`config.mk`:
```
export PLATFORM = sky130hd
export DESIGN_NAME = pair_loader_flat
export DESIGN_NICKNAME = d
export VERILOG_FILES = /design/src/rtl/pair_loader_pkg.sv /design/src/rtl/pair_loader_if.sv /design/src/rtl/pair_loader_order_cmp.sv /design/src/rtl/pair_loader.sv /design/src/flat_wrapper.sv
export SDC_FILE = /design/constraint.sdc
export NUM_CORES = 1
export LEC_CHECK = 0
export BUFFER_PORTS_ARGS = -buffer_cell sky130_fd_sc_hd__buf_4
export CAP_MARGIN = 20
export CORE_MARGIN = 4
export CORE_UTILIZATION = 31
export DETAILED_ROUTE_END_ITERATION = 12
export HOLD_SLACK_MARGIN = 0.05
export PLACE_DENSITY_LB_ADDON = 0.1
export SLEW_MARGIN = 20
export SYNTH_ARGS = -nofsm -noshare
export SYNTH_HDL_FRONTEND = slang
export SYNTH_SLANG_ARGS = --single-unit
export TNS_END_PERCENT = 50
```
`constraint.sdc`:
```
create_clock -name clk -period 2 [get_ports clk]
set_input_delay 0 -clock clk [delete_from_list [all_inputs] [get_ports clk]]
set_output_delay 0 -clock clk [all_outputs]
set_load 0.02 [all_outputs]
```
`src/rtl/pair_loader_pkg.sv`:
```
// Shared definitions for the pair loader block.
//   - state_t : FSM encoding (S_A collects the first byte, S_B the second,
//               S_OUT presents the assembled pair downstream).
//   - DEF_DATA_W / DEF_PAD_VAL : default byte width and odd-stream pad value.
package pair_pkg;

    localparam int         DEF_DATA_W  = 8;
    localparam logic [7:0] DEF_PAD_VAL = 8'h00;

    typedef enum logic [1:0] {
        S_A   = 2'd0,
        S_B   = 2'd1,
        S_OUT = 2'd2
    } state_t;

endpackage

```
`src/rtl/pair_loader_if.sv`:
```
// Handshake bundle between the byte source, the pair loader and the swap stage.
//   Byte side : in_data, in_valid, in_last (to loader), in_ready (from loader)
//   Pair side : out_a, out_b, out_valid, out_last, out_padded, out_swapped,
//               pair_count (from loader), out_ready (to loader)
//   modport slave  : the pair loader's view
//   modport master : the environment's view (byte source + pair sink)
interface pair_loader_if #(
    parameter int DATA_W = pair_pkg::DEF_DATA_W,
    parameter int CNT_W  = 16
);
    logic [DATA_W-1:0] in_data;
    logic              in_valid;
    logic              in_last;
    logic              in_ready;
    logic [DATA_W-1:0] out_a;
    logic [DATA_W-1:0] out_b;
    logic              out_valid;
    logic              out_last;
    logic              out_padded;
    logic              out_swapped;
    logic              out_ready;
    logic [CNT_W-1:0]  pair_count;

    modport slave (
        input  in_data, in_valid, in_last, out_ready,
        output in_ready, out_a, out_b, out_valid, out_last, out_padded,
               out_swapped, pair_count
    );

    modport master (
        output in_data, in_valid, in_last, out_ready,
        input  in_ready, out_a, out_b, out_valid, out_last, out_padded,
               out_swapped, pair_count
    );

endinterface

```
`src/rtl/pair_loader_order_cmp.sv`:
```
// pair_order_cmp: combinational unsigned compare-and-order of two values.
//   x, y    : inputs, x is the first byte of the pair
//   lo, hi  : min(x, y) and max(x, y); ties keep the original order
//   swapped : 1 when x > y, i.e. the outputs are exchanged
module pair_order_cmp #(
    parameter int DATA_W = 8
) (
    input  logic [DATA_W-1:0] x,
    input  logic [DATA_W-1:0] y,
    output logic [DATA_W-1:0] lo,
    output logic [DATA_W-1:0] hi,
    output logic              swapped
);

    assign swapped = (x > y);
    assign lo      = swapped ? y : x;
    assign hi      = swapped ? x : y;

endmodule

```
`src/rtl/pair_loader.sv`:
```
// pair_loader: assembles a valid/ready byte stream into (A, B) pairs for the
// byte-pair swap stage. Each pair is held on registered outputs until the
// downstream accepts it; an odd-length stream is closed with B = PAD_VAL.
// A running count of delivered pairs wraps silently at 2^CNT_W.
//
// Ports:
//   clk  : clock, rising edge
//   rst  : synchronous active-high reset (discards any partial/pending pair)
//   bus  : pair_loader_if.slave (byte input handshake, pair output handshake,
//          pair_count)
//
// Build option: define PAIR_ORDER_EN to order each pair so out_a <= out_b
// (unsigned) and flag reordered pairs on out_swapped. Without it no
// comparator is built and out_swapped is always 0.
module pair_loader
    import pair_pkg::*;
#(
    parameter int                DATA_W  = DEF_DATA_W,
    parameter int                CNT_W   = 16,
    parameter logic [DATA_W-1:0] PAD_VAL = DATA_W'(DEF_PAD_VAL)
) (
    input  logic          clk,
    input  logic          rst,
    pair_loader_if.slave  bus
);

    state_t            state_q,   state_d;
    logic [DATA_W-1:0] a_q,       a_d;
    logic [DATA_W-1:0] b_q,       b_d;
    logic              last_q,    last_d;
    logic              padded_q,  padded_d;
    logic              swapped_q, swapped_d;
    logic [CNT_W-1:0]  cnt_q,     cnt_d;

    logic              accept;
    logic              deliver;
    logic              capture;
    logic [DATA_W-1:0] cap_first;
    logic [DATA_W-1:0] cap_second;
    logic [DATA_W-1:0] ord_a;
    logic [DATA_W-1:0] ord_b;
    logic              ord_sw;

    assign bus.in_ready = (state_q != S_OUT);
    assign accept       = bus.in_valid && bus.in_ready;
    assign deliver      = (state_q == S_OUT) && bus.out_ready;

    // A pair is complete either on the second byte, or on a last byte that
    // arrives as the first of a pair (padded path).
    assign capture = accept && ((state_q == S_B) || bus.in_last);

    // Candidate pair as it would be stored on capture. in_data only reaches
    // the registers when it is actually accepted.
    assign cap_first  = (state_q == S_A) ? bus.in_data : a_q;
    assign cap_second = (state_q == S_A) ? PAD_VAL     : bus.in_data;

`ifdef PAIR_ORDER_EN
    pair_order_cmp #(
        .DATA_W (DATA_W)
    ) u_order_cmp (
        .x       (cap_first),
        .y       (cap_second),
        .lo      (ord_a),
        .hi      (ord_b),
        .swapped (ord_sw)
    );
`else
    assign ord_a  = cap_first;
    assign ord_b  = cap_second;
    assign ord_sw = 1'b0;
`endif

    always_comb begin
        state_d   = state_q;
        a_d       = a_q;
        b_d       = b_q;
        last_d    = last_q;
        padded_d  = padded_q;
        swapped_d = swapped_q;
        cnt_d     = cnt_q;

        case (state_q)
            S_A: begin
                if (accept) begin
                    if (bus.in_last) begin
                        state_d = S_OUT;
                    end else begin
                        a_d     = bus.in_data;
                        state_d = S_B;
                    end
                end
            end
            S_B: begin
                if (accept) begin
                    state_d = S_OUT;
                end
            end
            S_OUT: begin
                if (deliver) begin
                    cnt_d   = cnt_q + CNT_W'(1);
                    state_d = S_A;
                end
            end
            default: state_d = S_A;
        endcase

        if (capture) begin
            a_d       = ord_a;
            b_d       = ord_b;
            last_d    = bus.in_last;
            padded_d  = (state_q == S_A);
            swapped_d = ord_sw;
        end
    end

    always_ff @(posedge clk) begin
        if (rst) begin
            state_q   <= S_A;
            a_q       <= '0;
            b_q       <= '0;
            last_q    <= 1'b0;
            padded_q  <= 1'b0;
            swapped_q <= 1'b0;
            cnt_q     <= '0;
        end else begin
            state_q   <= state_d;
            a_q       <= a_d;
            b_q       <= b_d;
            last_q    <= last_d;
            padded_q  <= padded_d;
            swapped_q <= swapped_d;
            cnt_q     <= cnt_d;
        end
    end

    assign bus.out_a       = a_q;
    assign bus.out_b       = b_q;
    assign bus.out_valid   = (state_q == S_OUT);
    assign bus.out_last    = last_q;
    assign bus.out_padded  = padded_q;
    assign bus.out_swapped = swapped_q;
    assign bus.pair_count  = cnt_q;

endmodule

```
`src/flat_wrapper.sv`:
```
// flat-port wrapper written by rule: the top's interface ports become plain ports
module pair_loader_flat import pair_pkg::*;
#(
    parameter int                DATA_W  = DEF_DATA_W,
    parameter int                CNT_W   = 16,
    parameter logic [DATA_W-1:0] PAD_VAL = DATA_W'(DEF_PAD_VAL)
)
  (clk, rst, bus_in_data, bus_in_valid, bus_in_last, bus_out_ready, bus_in_ready, bus_out_a, bus_out_b, bus_out_valid, bus_out_last, bus_out_padded, bus_out_swapped, bus_pair_count);
  pair_loader_if #(.DATA_W(DATA_W), .CNT_W(CNT_W)) bus_i ();
  input  logic clk;
  input  logic rst;
  input wire logic [$bits(bus_i.in_data)-1:0] bus_in_data;
  input wire logic [$bits(bus_i.in_valid)-1:0] bus_in_valid;
  input wire logic [$bits(bus_i.in_last)-1:0] bus_in_last;
  input wire logic [$bits(bus_i.out_ready)-1:0] bus_out_ready;
  output wire logic [$bits(bus_i.in_ready)-1:0] bus_in_ready;
  output wire logic [$bits(bus_i.out_a)-1:0] bus_out_a;
  output wire logic [$bits(bus_i.out_b)-1:0] bus_out_b;
  output wire logic [$bits(bus_i.out_valid)-1:0] bus_out_valid;
  output wire logic [$bits(bus_i.out_last)-1:0] bus_out_last;
  output wire logic [$bits(bus_i.out_padded)-1:0] bus_out_padded;
  output wire logic [$bits(bus_i.out_swapped)-1:0] bus_out_swapped;
  output wire logic [$bits(bus_i.pair_count)-1:0] bus_pair_count;
  assign bus_i.in_data = bus_in_data;
  assign bus_i.in_valid = bus_in_valid;
  assign bus_i.in_last = bus_in_last;
  assign bus_i.out_ready = bus_out_ready;
  assign bus_in_ready = bus_i.in_ready;
  assign bus_out_a = bus_i.out_a;
  assign bus_out_b = bus_i.out_b;
  assign bus_out_valid = bus_i.out_valid;
  assign bus_out_last = bus_i.out_last;
  assign bus_out_padded = bus_i.out_padded;
  assign bus_out_swapped = bus_i.out_swapped;
  assign bus_pair_count = bus_i.pair_count;
  pair_loader #(.DATA_W(DATA_W), .CNT_W(CNT_W), .PAD_VAL(PAD_VAL)) u_core (.clk(clk), .rst(rst), .bus(bus_i));
endmodule
```
# == Yosys cells after proc, flatten, opt, wreduce, memory -nomap -nowiden ==
# Cells that the tools add are included.
# W data, S select, Z words.
# classes
reduce_logical,9
n_shift,0
n_addsub,1
n_eq_ne,7
mul,0
mux,11
n_div,0
bitwise,0
order_cmp,0
# op_table
cell,n
$mux W8,6
$add A16 B1 Y16 const B,1
$mux W2,4
$ne A2 B1 Y1 const B,4
$pmux W2 S3,1
$reduce_and A3 Y1,2
$logic_and A1 B1 Y1,3
$eq A2 B1 Y1 const B,1
$eq A2 B2 Y1 const B,1
$logic_not A2 Y1,1
$ne A2 B2 Y1 const B,1
$reduce_and A2 Y1,1
$reduce_bool A2 Y1,1
$logic_or A1 B1 Y1,1
# totals
ramBits,0
latch_bits,0
elab_cells,34
reg_bits,36
mem_count,0
inputBits,13
romBits,0
output_inout_bits,37

# == Longest topological paths before layout ==
# logic_depth
depth_word,5
depth_mapped,6
mapped_depth_nobuf,5

# == Worst setup path after synthesis ==
# OpenSTA, ideal clock, no wires.
# synth_path
path_kind,reg-to-reg
from,register u_core.cnt_q[2] (netlist: u_core.bus.pair_count[2])
to,register u_core.cnt_q[15] (netlist: u_core.bus.pair_count[15])
arrival_time_ns,1.629
setup_slack_ns,0.300
period_less_slack_ns,1.700
stages_incl_launch_ff,6
path_cell_list,dfxtp_1 -> buf_2 -> nand3_1 -> or2_4 -> or4_1 -> a21oi_1
# synth_via
elab_chain_cells,1
# synth_lines
item,line,text
from (decl),pair_loader.sv:33,"logic [CNT_W-1:0] cnt_q, cnt_d;"
from (signal assigned),pair_loader.sv:132,cnt_q <= cnt_d;
$add A16 B1 Y16,pair_loader.sv:100,cnt_d = cnt_q + CNT_W'(1);
# No other way between the ends.
# A chain may end at the register's enable or synchronous reset.

# == Worst setup path in the final report ==
# layout_path
from,register u_core.cnt_q[3] (netlist: u_core.bus.pair_count[3])
to,register u_core.cnt_q[15] (netlist: u_core.bus.pair_count[15])
# The elaborated chain is that of the path after synthesis.

==> flow_metrics.env <==
export IMPL_cpPeakStageDelay_ns=0.54
export IMPL_dr_pass1_iters=4
export IMPL_synth_seq_area_share_pct=46.15
export IMPL_dp_hpwl_mm=2.700
export IMPL_io_pins=50
export IMPL_drt_iter0_drc=35
export IMPL_wl_per_cell_um=12.12
export IMPL_die_height_um=78.97
export IMPL_antenna_found_initial=0
export IMPL_report_final_hold_viol_count=0
export IMPL_r2r_setup_slack_ns=0.33
export IMPL_grt_max_degree=37
export IMPL_htreeDepth=2
export IMPL_critPathArrivalTime_ns=1.89
export IMPL_grt_usage_pct=12.56
export IMPL_finalCriticalPeriod_ns=1.666
export IMPL_crit_chain="and4_1 > nand4_2 > or4_1 > a21oi_1"
export IMPL_synth_cells=179
export IMPL_vias_per_cell=4.459
export IMPL_final_nets=251
export IMPL_synth_cell_type_count=37
export IMPL_synthTopCellsByArea="dfxtp_1 46%, mux2i_1 6.4%, nand2_1 5.5%"
export IMPL_min_path_cells=2
export IMPL_grt_setup_unrepaired="no"
export IMPL_crit_fanout=7
export IMPL_drive_gt1_share_pct=26.05
export IMPL_fin_cells=305
export IMPL_end_kind="register"
export IMPL_drcViolationCount=0
export IMPL_die_w_um=78.97
export IMPL_cp_data_required_time_ns=2.22
export IMPL_n_fill_cell=514
export IMPL_maxSlewViolCount=0
export IMPL_worstSkewPairLatency_ns=0.28
export IMPL_synth_flop_cell="dfxtp_1"
export IMPL_pwr_share_seq_pct=47.8
export IMPL_place_congestion=0.7665
export IMPL_p_sw_w=0.0003784
export IMPL_startpoint="u_core.bus.pair_count[3]$_SDFFE_PP0P_"
export IMPL_setup_violations_final=0
export IMPL_layout_commonest_cell="buf_4"
export IMPL_p_leak_nw=0.9319
export IMPL_start_util_pct=32.63
export IMPL_finalCritPeriodShare_pct=83.31
export IMPL_rows=25
export IMPL_reg2reg_to="u_core.bus.pair_count[15]$_SDFFE_PP0P_"
export IMPL_crit_path_top_delay_cell="or4_1"
export IMPL_cts_inserted_buffers=5
export IMPL_synth_edf_count=0
export IMPL_async_flop_share_pct=0
export IMPL_clkPwrFrac_pct=39.6
export IMPL_cts_tree="yes"
export IMPL_final_antenna_net_count=0
export IMPL_root_buffer="clkbuf_8"
export IMPL_intPower_w=0.001202
export IMPL_syn_nets=193
export IMPL_status="finished clean"
export IMPL_numClockSinks=36
export IMPL_hold_class="in2reg"
export IMPL_critPathCapture="u_core.bus.pair_count[15]$_SDFFE_PP0P_"
export IMPL_grt_ovfl_total=0
export IMPL_grt_pass1_wl_mm=6.251
export IMPL_ys_warn_count=0
export IMPL_p_comb_share_pct=12.6
export IMPL_dp_cells=286
export IMPL_final_cell_mix="51 x buf_4, 36 x dfxtp_1, 23 x nor2_1, 23 x nand2_1, 15 x a21oi_1"
export IMPL_post_cts_buffers=0
export IMPL_dieArea_mm2=0.006236
export IMPL_vdd_drop_max_uv=320.5
export IMPL_sw_frac_of_total_pct=23.94
export IMPL_drv_cap=0
export IMPL_synth_top_area_share_pct=46.15
export IMPL_syn_area_mm2=0.001561
export IMPL_area_delta_synth_final_pct=40.30
export IMPL_core_area_mm2=0.004786
export IMPL_multi_input_area_um2=778.2
export IMPL_max_clock_freq_mhz=600.2
export IMPL_seqCellArea_um2=720.7
export IMPL_tns_ns=0
export IMPL_synth_top_area_cell="dfxtp_1"
export IMPL_r2r_start="u_core.bus.pair_count[3]$_SDFFE_PP0P_"
export IMPL_reg2regPathDepth=4
export IMPL_synth_avg_cell_area_um2=8.723
export IMPL_startpoint_type="register"
export IMPL_routed_wl_mm=3.698
export IMPL_synth_seq_cells=36
export IMPL_diodes=0
export IMPL_num_vias=1360
export IMPL_finClkSkew_ns=0.006459
export IMPL_io_buffers=48
export IMPL_power_density_mw_per_mm2=721.4
export IMPL_path_clk_slew_ns=0.08
export IMPL_clk_path_buf_depth=2
export IMPL_grt_pass1_vias=1349
export IMPL_crit_type="reg2reg"
==> timing repair <==
item,4_1_cts,5_1_grt
hold endpoints to repair,11,0
resized for setup,0,0
hold buffers,11,0
==> cell type report <==
type,count,area share (%)
multi-input cells,131,35.52
clock inverters,3,1.942
clock buffers,5,3.141
inverters,1,0.1713
well taps,67,3.826
repair buffers,62,22.50
flip-flops and latches,36,32.90
==> worst min-delay path by stage <==
stage / startpoint / end / slack, ns
after floorplan: bus_in_data[0] / u_core.bus.out_a[0]$_SDFFE_PP0P_ / 0.14
after global placement: bus_in_data[4] / u_core.bus.out_a[4]$_SDFFE_PP0P_ / 0.26
after detailed placement: bus_in_data[6] / u_core.bus.out_a[6]$_SDFFE_PP0P_ / 0.26
after global routing: rst / u_core.bus.pair_count[3]$_SDFFE_PP0P_ / 0.13
final: rst / u_core.bus.out_b[1]$_SDFFE_PP0P_ / 0.11
after CTS: rst / u_core.bus.out_b[1]$_SDFFE_PP0P_ / 0.11
==> per-stage QoR <==
stage	power [W]	hold slack, ns	worst slack, ns	util [%]	cell area, µm²
finish	0.001581	0.1068	0.3339	45.78	2191
global route	0.001660	0.1290	0.2038	45.78	2191
CTS	0.001612	0.1086	0.3307	45.78	2191
detailed placement	0.0009563	0.2625	0.3523	41.15	1969
global placement	0.0009537	0.2591	0.4282	41.15	1969
floorplan	0.0008824	0.1360	0.3005	-	1562
==> cell usage after synthesis (2+ instances only) <==
library cell  number
o21ai_0            4
nand3_1            5
nand2b_1           2
clkbuf_1           3
nor2_1            23
and3_1             2
nand2_1           23
buf_2              4
nand4_1            4
nor2b_1            8
or3_1              3
xnor2_1            5
dfxtp_1           36
nor3_1             4
nor4_1             2
and4_1             2
mux2i_1           10
xor2_1             6
a21oi_1           15
==> flip-flops by register name, indices dropped and copies added, names as in the netlist <==
name	flops
u_core.bus.pair_count	16
u_core.bus.out_a	8
u_core.bus.out_b	8
u_core.state_q	2
u_core.bus.out_last	1
u_core.bus.out_padded	1
==> cell families after synthesis <==
kind of cell               after synthesis  share of synthesized area [%]
buffers and inverters                   12                          4.006
other                                    1                         0.2402
adders and majority gates                1                         0.8012
DFF                                     36                          46.15
AOI/OAI and AO/OA                       23                          8.094
xor gates and xnor gates                11                          6.170
and+or+nand+nor                         85                          28.12
muxes                                   10                          6.411
==> per-layer routing <==
metal	vias to the layer above	routed length [µm]	track usage (%)
met5	-	0	0
met4	0	50	5.498
met3	5	201	3.515
met2	37	1776	20.79
met1	601	1669	15.15
li1	717	-	-
==> power groups by stage <==
stage | combinational [W] | sequential (W) | clock (W)
finish | 0.000199 | 0.000755 | 0.000626
detailed placement | 0.000184 | 0.000772 | 0
floorplan | 0.0000932 | 0.000789 | 0
global route | 0.000219 | 0.000758 | 0.000682
global placement | 0.000183 | 0.000770 | 0
CTS | 0.000203 | 0.000755 | 0.000654
==> critical path, delay by kind of cell (launching register included) <==
kind / cells / cell delay, ns
AO/OA/AOI/OAI: 1 / 0.15
flip-flops: 1 / 0.45
AND/OR/NAND/NOR: 3 / 1.02
Note: power is estimated with default switching activity, not from simulation.
